<file path="src/rtl/exe_fwd_ctrl_if.sv">
// ID-stage request/branch signals and EXE forwarding/hazard responses for exe_fwd_ctrl.
// The master drives the ID side; the slave is the forwarding controller.
interface exe_fwd_ctrl_if;
    logic       id_valid;
    logic [3:0] id_opcode;
    logic [1:0] id_ra;
    logic [1:0] id_rb;
    logic [1:0] id_rd;
    logic       branch_taken;
    logic [1:0] fu_sel1;
    logic [1:0] fu_sel2;
    logic       stall;
    logic       flush;
    logic       ex_valid;
    logic [7:0] stall_count;

    modport master (
        output id_valid, id_opcode, id_ra, id_rb, id_rd, branch_taken,
        input  fu_sel1, fu_sel2, stall, flush, ex_valid, stall_count
    );

    modport slave (
        input  id_valid, id_opcode, id_ra, id_rb, id_rd, branch_taken,
        output fu_sel1, fu_sel2, stall, flush, ex_valid, stall_count
    );
endinterface

</file>
<file path="src/rtl/exe_fwd_ctrl.sv">
// EXE operand forwarding, load-use stall and branch flush control for a 4-register pipeline.
// Registered operand selects are resolved at issue from the EX and MEM producer tags.
module exe_fwd_ctrl #(
    parameter logic [15:0] WB_OPS = 16'b1010_0001_0011_1110
) (
    input  logic          clk,
    input  logic          reset,
    exe_fwd_ctrl_if.slave bus
);

    typedef struct packed {
        logic       valid;
        logic [1:0] rd;
        logic       wr;
        logic       ld;
    } tag_t;

    typedef enum logic [1:0] {
        RUN    = 2'd0,
        FLUSH1 = 2'd1,
        FLUSH2 = 2'd2
    } state_t;

    localparam logic [3:0] OP_LOAD = 4'b1101;

    state_t     state_q, state_d;
    tag_t       ex_q, mem_q, ex_d;
    logic [1:0] sel1_q, sel1_d;
    logic [1:0] sel2_q, sel2_d;
    logic [7:0] cnt_q, cnt_d;

    logic       reads_a, reads_b;
    logic       hazard, flush_w, stall_w, issue;

    // WB tag is not kept: a producer in WB is already visible through the regfile.
    always_comb begin
        reads_a = 1'b0;
        reads_b = 1'b0;
        case (bus.id_opcode)
            4'd1, 4'd2, 4'd3:     begin reads_a = 1'b1; reads_b = 1'b1; end
            4'd4, 4'd5, 4'd6:     reads_a = 1'b1;
            4'd8:                 reads_b = 1'b1;
            4'd14:                begin reads_a = 1'b1; reads_b = 1'b1; end
            default:              ;
        endcase
    end

    assign hazard = bus.id_valid & ex_q.valid & ex_q.ld &
                    ((reads_a & (ex_q.rd == bus.id_ra)) |
                     (reads_b & (ex_q.rd == bus.id_rb)));

    always_comb begin
        state_d = state_q;
        flush_w = 1'b0;
        case (state_q)
            RUN: begin
                if (bus.branch_taken) begin
                    flush_w = 1'b1;
                    state_d = FLUSH1;
                end
            end
            FLUSH1: begin
                flush_w = 1'b1;
                state_d = FLUSH2;
            end
            FLUSH2: begin
                if (bus.branch_taken) begin
                    flush_w = 1'b1;
                    state_d = FLUSH1;
                end else begin
                    state_d = RUN;
                end
            end
            default: state_d = RUN;
        endcase
    end

    assign stall_w = hazard & ~flush_w & ~reset;
    assign issue   = bus.id_valid & ~stall_w & ~flush_w;

    always_comb begin
        ex_d   = '0;
        sel1_d = 2'b00;
        sel2_d = 2'b00;
        cnt_d  = cnt_q;
        if (issue) begin
            ex_d.valid = 1'b1;
            ex_d.rd    = bus.id_rd;
            ex_d.wr    = WB_OPS[bus.id_opcode];
            ex_d.ld    = (bus.id_opcode == OP_LOAD);
            if (reads_a) begin
                if (ex_q.valid & ex_q.wr & (ex_q.rd == bus.id_ra))
                    sel1_d = 2'b10;
                else if (mem_q.valid & mem_q.wr & (mem_q.rd == bus.id_ra))
                    sel1_d = 2'b01;
            end
            if (reads_b) begin
                if (ex_q.valid & ex_q.wr & (ex_q.rd == bus.id_rb))
                    sel2_d = 2'b10;
                else if (mem_q.valid & mem_q.wr & (mem_q.rd == bus.id_rb))
                    sel2_d = 2'b01;
            end
        end
        if (stall_w && cnt_q != '1)
            cnt_d = cnt_q + 8'd1;
    end

    always_ff @(posedge clk) begin
        if (reset) begin
            state_q <= RUN;
            ex_q    <= '0;
            mem_q   <= '0;
            sel1_q  <= '0;
            sel2_q  <= '0;
            cnt_q   <= '0;
        end else begin
            state_q <= state_d;
            ex_q    <= ex_d;
            mem_q   <= ex_q;
            sel1_q  <= sel1_d;
            sel2_q  <= sel2_d;
            cnt_q   <= cnt_d;
        end
    end

    assign bus.fu_sel1     = sel1_q;
    assign bus.fu_sel2     = sel2_q;
    assign bus.stall       = stall_w;
    assign bus.flush       = flush_w & ~reset;
    assign bus.ex_valid    = ex_q.valid;
    assign bus.stall_count = cnt_q;

endmodule

</file>
<file path="src/flat_wrapper.sv">
// flat-port wrapper written by rule: the top's interface ports become plain ports
module exe_fwd_ctrl_flat 
#(
    parameter logic [15:0] WB_OPS = 16'b1010_0001_0011_1110
)
  (clk, reset, bus_id_valid, bus_id_opcode, bus_id_ra, bus_id_rb, bus_id_rd, bus_branch_taken, bus_fu_sel1, bus_fu_sel2, bus_stall, bus_flush, bus_ex_valid, bus_stall_count);
  exe_fwd_ctrl_if bus_i ();
  input  logic clk;
  input  logic reset;
  input wire logic [$bits(bus_i.id_valid)-1:0] bus_id_valid;
  input wire logic [$bits(bus_i.id_opcode)-1:0] bus_id_opcode;
  input wire logic [$bits(bus_i.id_ra)-1:0] bus_id_ra;
  input wire logic [$bits(bus_i.id_rb)-1:0] bus_id_rb;
  input wire logic [$bits(bus_i.id_rd)-1:0] bus_id_rd;
  input wire logic [$bits(bus_i.branch_taken)-1:0] bus_branch_taken;
  output wire logic [$bits(bus_i.fu_sel1)-1:0] bus_fu_sel1;
  output wire logic [$bits(bus_i.fu_sel2)-1:0] bus_fu_sel2;
  output wire logic [$bits(bus_i.stall)-1:0] bus_stall;
  output wire logic [$bits(bus_i.flush)-1:0] bus_flush;
  output wire logic [$bits(bus_i.ex_valid)-1:0] bus_ex_valid;
  output wire logic [$bits(bus_i.stall_count)-1:0] bus_stall_count;
  assign bus_i.id_valid = bus_id_valid;
  assign bus_i.id_opcode = bus_id_opcode;
  assign bus_i.id_ra = bus_id_ra;
  assign bus_i.id_rb = bus_id_rb;
  assign bus_i.id_rd = bus_id_rd;
  assign bus_i.branch_taken = bus_branch_taken;
  assign bus_fu_sel1 = bus_i.fu_sel1;
  assign bus_fu_sel2 = bus_i.fu_sel2;
  assign bus_stall = bus_i.stall;
  assign bus_flush = bus_i.flush;
  assign bus_ex_valid = bus_i.ex_valid;
  assign bus_stall_count = bus_i.stall_count;
  exe_fwd_ctrl #(.WB_OPS(WB_OPS)) u_core (.clk(clk), .reset(reset), .bus(bus_i));
endmodule
</file>
<file path="config.mk">
export PLATFORM = sky130hd
export DESIGN_NAME = exe_fwd_ctrl_flat
export DESIGN_NICKNAME = d
export VERILOG_FILES = /design/src/rtl/exe_fwd_ctrl_if.sv /design/src/rtl/exe_fwd_ctrl.sv /design/src/flat_wrapper.sv
export SDC_FILE = /design/constraint.sdc
export NUM_CORES = 1
export LEC_CHECK = 0
export ABC_AREA = 1
export BUFFER_PORTS_ARGS = -buffer_cell sky130_fd_sc_hd__buf_2
export CAP_MARGIN = 5
export CELL_PAD_IN_SITES_DETAIL_PLACEMENT = 1
export CELL_PAD_IN_SITES_GLOBAL_PLACEMENT = 1
export CORE_UTILIZATION = 36
export CTS_CLUSTER_DIAMETER = 50
export DETAILED_ROUTE_END_ITERATION = 8
export PLACE_DENSITY_LB_ADDON = 0.1
export SYNTH_ARGS = -nofsm -noshare
export SYNTH_HDL_FRONTEND = slang
export SYNTH_SLANG_ARGS = --single-unit
</file>
<file path="constraint.sdc">
create_clock -name clk -period 1.9 [get_ports clk]
set_input_delay 0 -clock clk [delete_from_list [all_inputs] [get_ports clk]]
set_output_delay 0 -clock clk [all_outputs]
set_load 0.01 [all_outputs]
</file>
==> impl_results.md <==
- Status: complete, no violations
- RSZ-0062 raised after global routing: false
- Clock transition at path regs: 0.13 ns
- Post-Syn Area: around 0.0012 mm²
- Post-synthesis cell type count: 23
- Worst Tran Pin Value: around 0.25 ns
- # setup viols final: 0
- Syn_area_per_cell: 7.04 µm²
- Multi-input logic area: 618 µm²
- WP buf/inv: 0
- Clk_lat worst skew: 0.31 ns
- Hold crit path type: in -> reg
- Fin. max-slew vios: 0
- Critical-path maximum fanout: 10
- Max-cap violation count: 0
- Initial DRC count: 42
- Io pins: 29
- Total grt overflow: 0
- Max-slew headroom: between 80% and 90%
- Fill cells: roughly 430
- Global-route wire length before repair: 4.99 mm
- Cts repair resizes: 0
- Die H: a little under 60 µm
- R2R Path Start: u_core.bus.stall_count[1]
- Hold Startpoint: bus_id_opcode[3]
- Fraction of layout instances using a drive strength above 1: 23.0%
- CTS max path bufs: 2
- Worst endpoint required time: 2.15 ns
- Residual DRC count: 0
- Drt wl/cell: around 12 µm
- Most frequent cells in the layout: nand2_1, buf_2, nor2_1
- Total CTS buffers: 3
- Commonest non-fill, non-tap cell in the layout: nand2_1
- Sequential Area: approximately 460 µm²
- Gate Count Post-Synth: between 150 and 200
- Crit Path Class: reg -> reg
- Critical R2R Capture: u_core.bus.stall_count[2]
- Ys Warns: 0
- Synth top area share: ~39%
- Reg2Reg Setup Slack: slightly above 0.3 ns
- CTS root buf: clkbuf_4
- P_leak: 0.000695 µW
- CTS tree: done
- Seq cells post-synth: 23
- Clock skew: roughly 0.0032 ns
- Endpoint, Worst Hold: u_core.ex_q[1]
- Setup TNS: 0 ns
- Initial antenna violation count: 0
- Routability cong.: 0.811
- Startpoint types: flop
- Post-route ant nets: 0
- Post-DP Area: 0.00137 mm²
- Detailed placement HPWL: 2.43 mm
- Final wirelength: 3.03 mm
- Largest net degree at the start of global routing: 13
- Pwr/cell area: between 500 and 600 mW/mm²
- Final instance area: 0.00145 mm²
- Crit-path slowest cell: dfxtp_1
- Worst-path cell chain: ha_1, nand2_1, nor3_4, nand3_4, nand3_4, nand2_1, a21oi_2
- Critical Path Max Stage Delay: 0.42 ns
- Worst EP arrival: about 1.8 ns
- Seq/Total Area, Yosys: 39.4%
- Achievable Freq: 0.627 GHz
- Synthesis-to-layout area growth: 24.4%
- Die Wd: about 60 µm
- PortBufs: 28
- Vias in the first global route: 1135
- Fin crit share: 83.9%
- Crit. End Element: flop
- Fin nets: 220
- DR vias: 1154
- GRT Util Overall: 19.0%
- Initial Util: between 30% and 40%
- Hold Violations, Final: 0
- # rows: 20
- Clock period minus final worst setup slack: approximately 1.6 ns
- Synth Net Count: 181
- Die area: 0.00348 mm²
- Vias per inst: 4.65
- Reg2reg path depth: 7
- Largest cells by area after synthesis: dfxtp_1, nand2_1, nor2_1, inv_1, xor2_1
- CORE AREA: just over 0.003 mm²
- CTS H-Tree Depth: 1
- DRT Pass-1 Iters: 4
- Sink Count: 23
- Cell taking the most area after synthesis: dfxtp_1
- Cell family with most CP delay: simple AND/OR/NAND/NOR gates
- Maximum vdd ir drop: 0.200 mV
- Hold depth: 4
- N_diodes: 0
==> area by class of cell <==
cell class	count	share of cell area, %
flip-flops and latches	23	31.7
clock buffers	4	1.81
well taps	44	3.79
inverters	23	5.94
repair buffers	35	14.3
multi-input cells	119	42.5
==> through the flow <==
step	setup slack [ns]	std cells	hold slack, ns	util, %	total power (µW)
finish	0.306	248	0.0222	47.2	821
floorplan	0.436	166	0.0624	-	556
detailed placement	0.319	238	0.221	44.4	594
global placement	0.429	238	0.217	44.4	590
CTS	0.295	248	0.0213	47.2	833
global route	0.177	248	0.0476	47.2	862
==> flip-flops by register name (all words and copies together) (netlist names) <==
signal,flops
u_core.bus.ex_valid,1
u_core.bus.fu_sel2,2
u_core.mem_q,4
u_core.ex_q,4
u_core.bus.fu_sel1,2
u_core.bus.stall_count,8
u_core.state_q,2
==> worst register-to-register path: stages, from the launching register on <==
cell     delay, ns
dfxtp_1       0.42
ha_1          0.20
nand2_1       0.11
nor3_4        0.27
nand3_4       0.15
nand3_4       0.17
nand2_1       0.08
a21oi_2       0.13
==> worst max path at each step <==
stage | endpoint | cells after the start | slack [ns] | startpoint
3_5_place_dp | u_core.bus.stall_count[0] | 8 | 0.32 | u_core.bus.stall_count[1]
6_report | u_core.bus.stall_count[2] | 7 | 0.31 | u_core.bus.stall_count[1]
3_3_place_gp | u_core.bus.stall_count[0] | 8 | 0.43 | u_core.bus.stall_count[1]
2_1_floorplan | u_core.bus.stall_count[0] | 8 | 0.44 | u_core.bus.stall_count[1]
5_1_grt | u_core.bus.stall_count[2] | 7 | 0.18 | u_core.bus.stall_count[1]
4_1_cts | u_core.bus.stall_count[2] | 7 | 0.30 | u_core.bus.stall_count[1]
==> Yosys cell counts (all sizes together) <==
| library cell | n |
|---|---|
| ha | 1 |
| clkinv | 1 |
| buf | 1 |
| nor2 | 28 |
| or2 | 1 |
| and3 | 1 |
| xor2 | 6 |
| nor3 | 6 |
| nand3 | 11 |
| a21oi | 7 |
| nand2 | 49 |
| nand4 | 7 |
| o21ai | 1 |
| inv | 22 |
| dfxtp | 23 |
| nand3b | 1 |
==> kinds of logic after synthesis <==
family / Yosys count / synth area share [%]
flip-flops: 23 / 39.4
XOR/XNOR: 6 / 4.50
AO/OA/AOI/OAI: 8 / 5.03
AND/OR/NAND/NOR: 104 / 42.3
adder cells (fa/ha/maj): 1 / 1.07
buffers and inverters: 24 / 7.71
==> metal layers <==
metal,global-route usage [%],vias to the layer above,wire length (µm)
met4,5.10,0,23
met5,0,-,0
li1,-,596,-
met2,37.3,14,1610
met1,21.6,540,1330
met3,1.97,4,61
==> power by group <==
| group | total [µW] | internal, µW | switching (µW) |
|---|---|---|---|
| Sequential | 494 | 489 | 4.39 |
| Clock | 228 | 82.0 | 146 |
| Combinational | 98.4 | 40.0 | 58.3 |
| Total | 821 | 611 | 209 |
==> timing repair <==
item,CTS,global route
hold buffers,6,0
buffers inserted,0,0
endpoints found under the hold margin,7,0
Power figures use the tool's default switching activity.
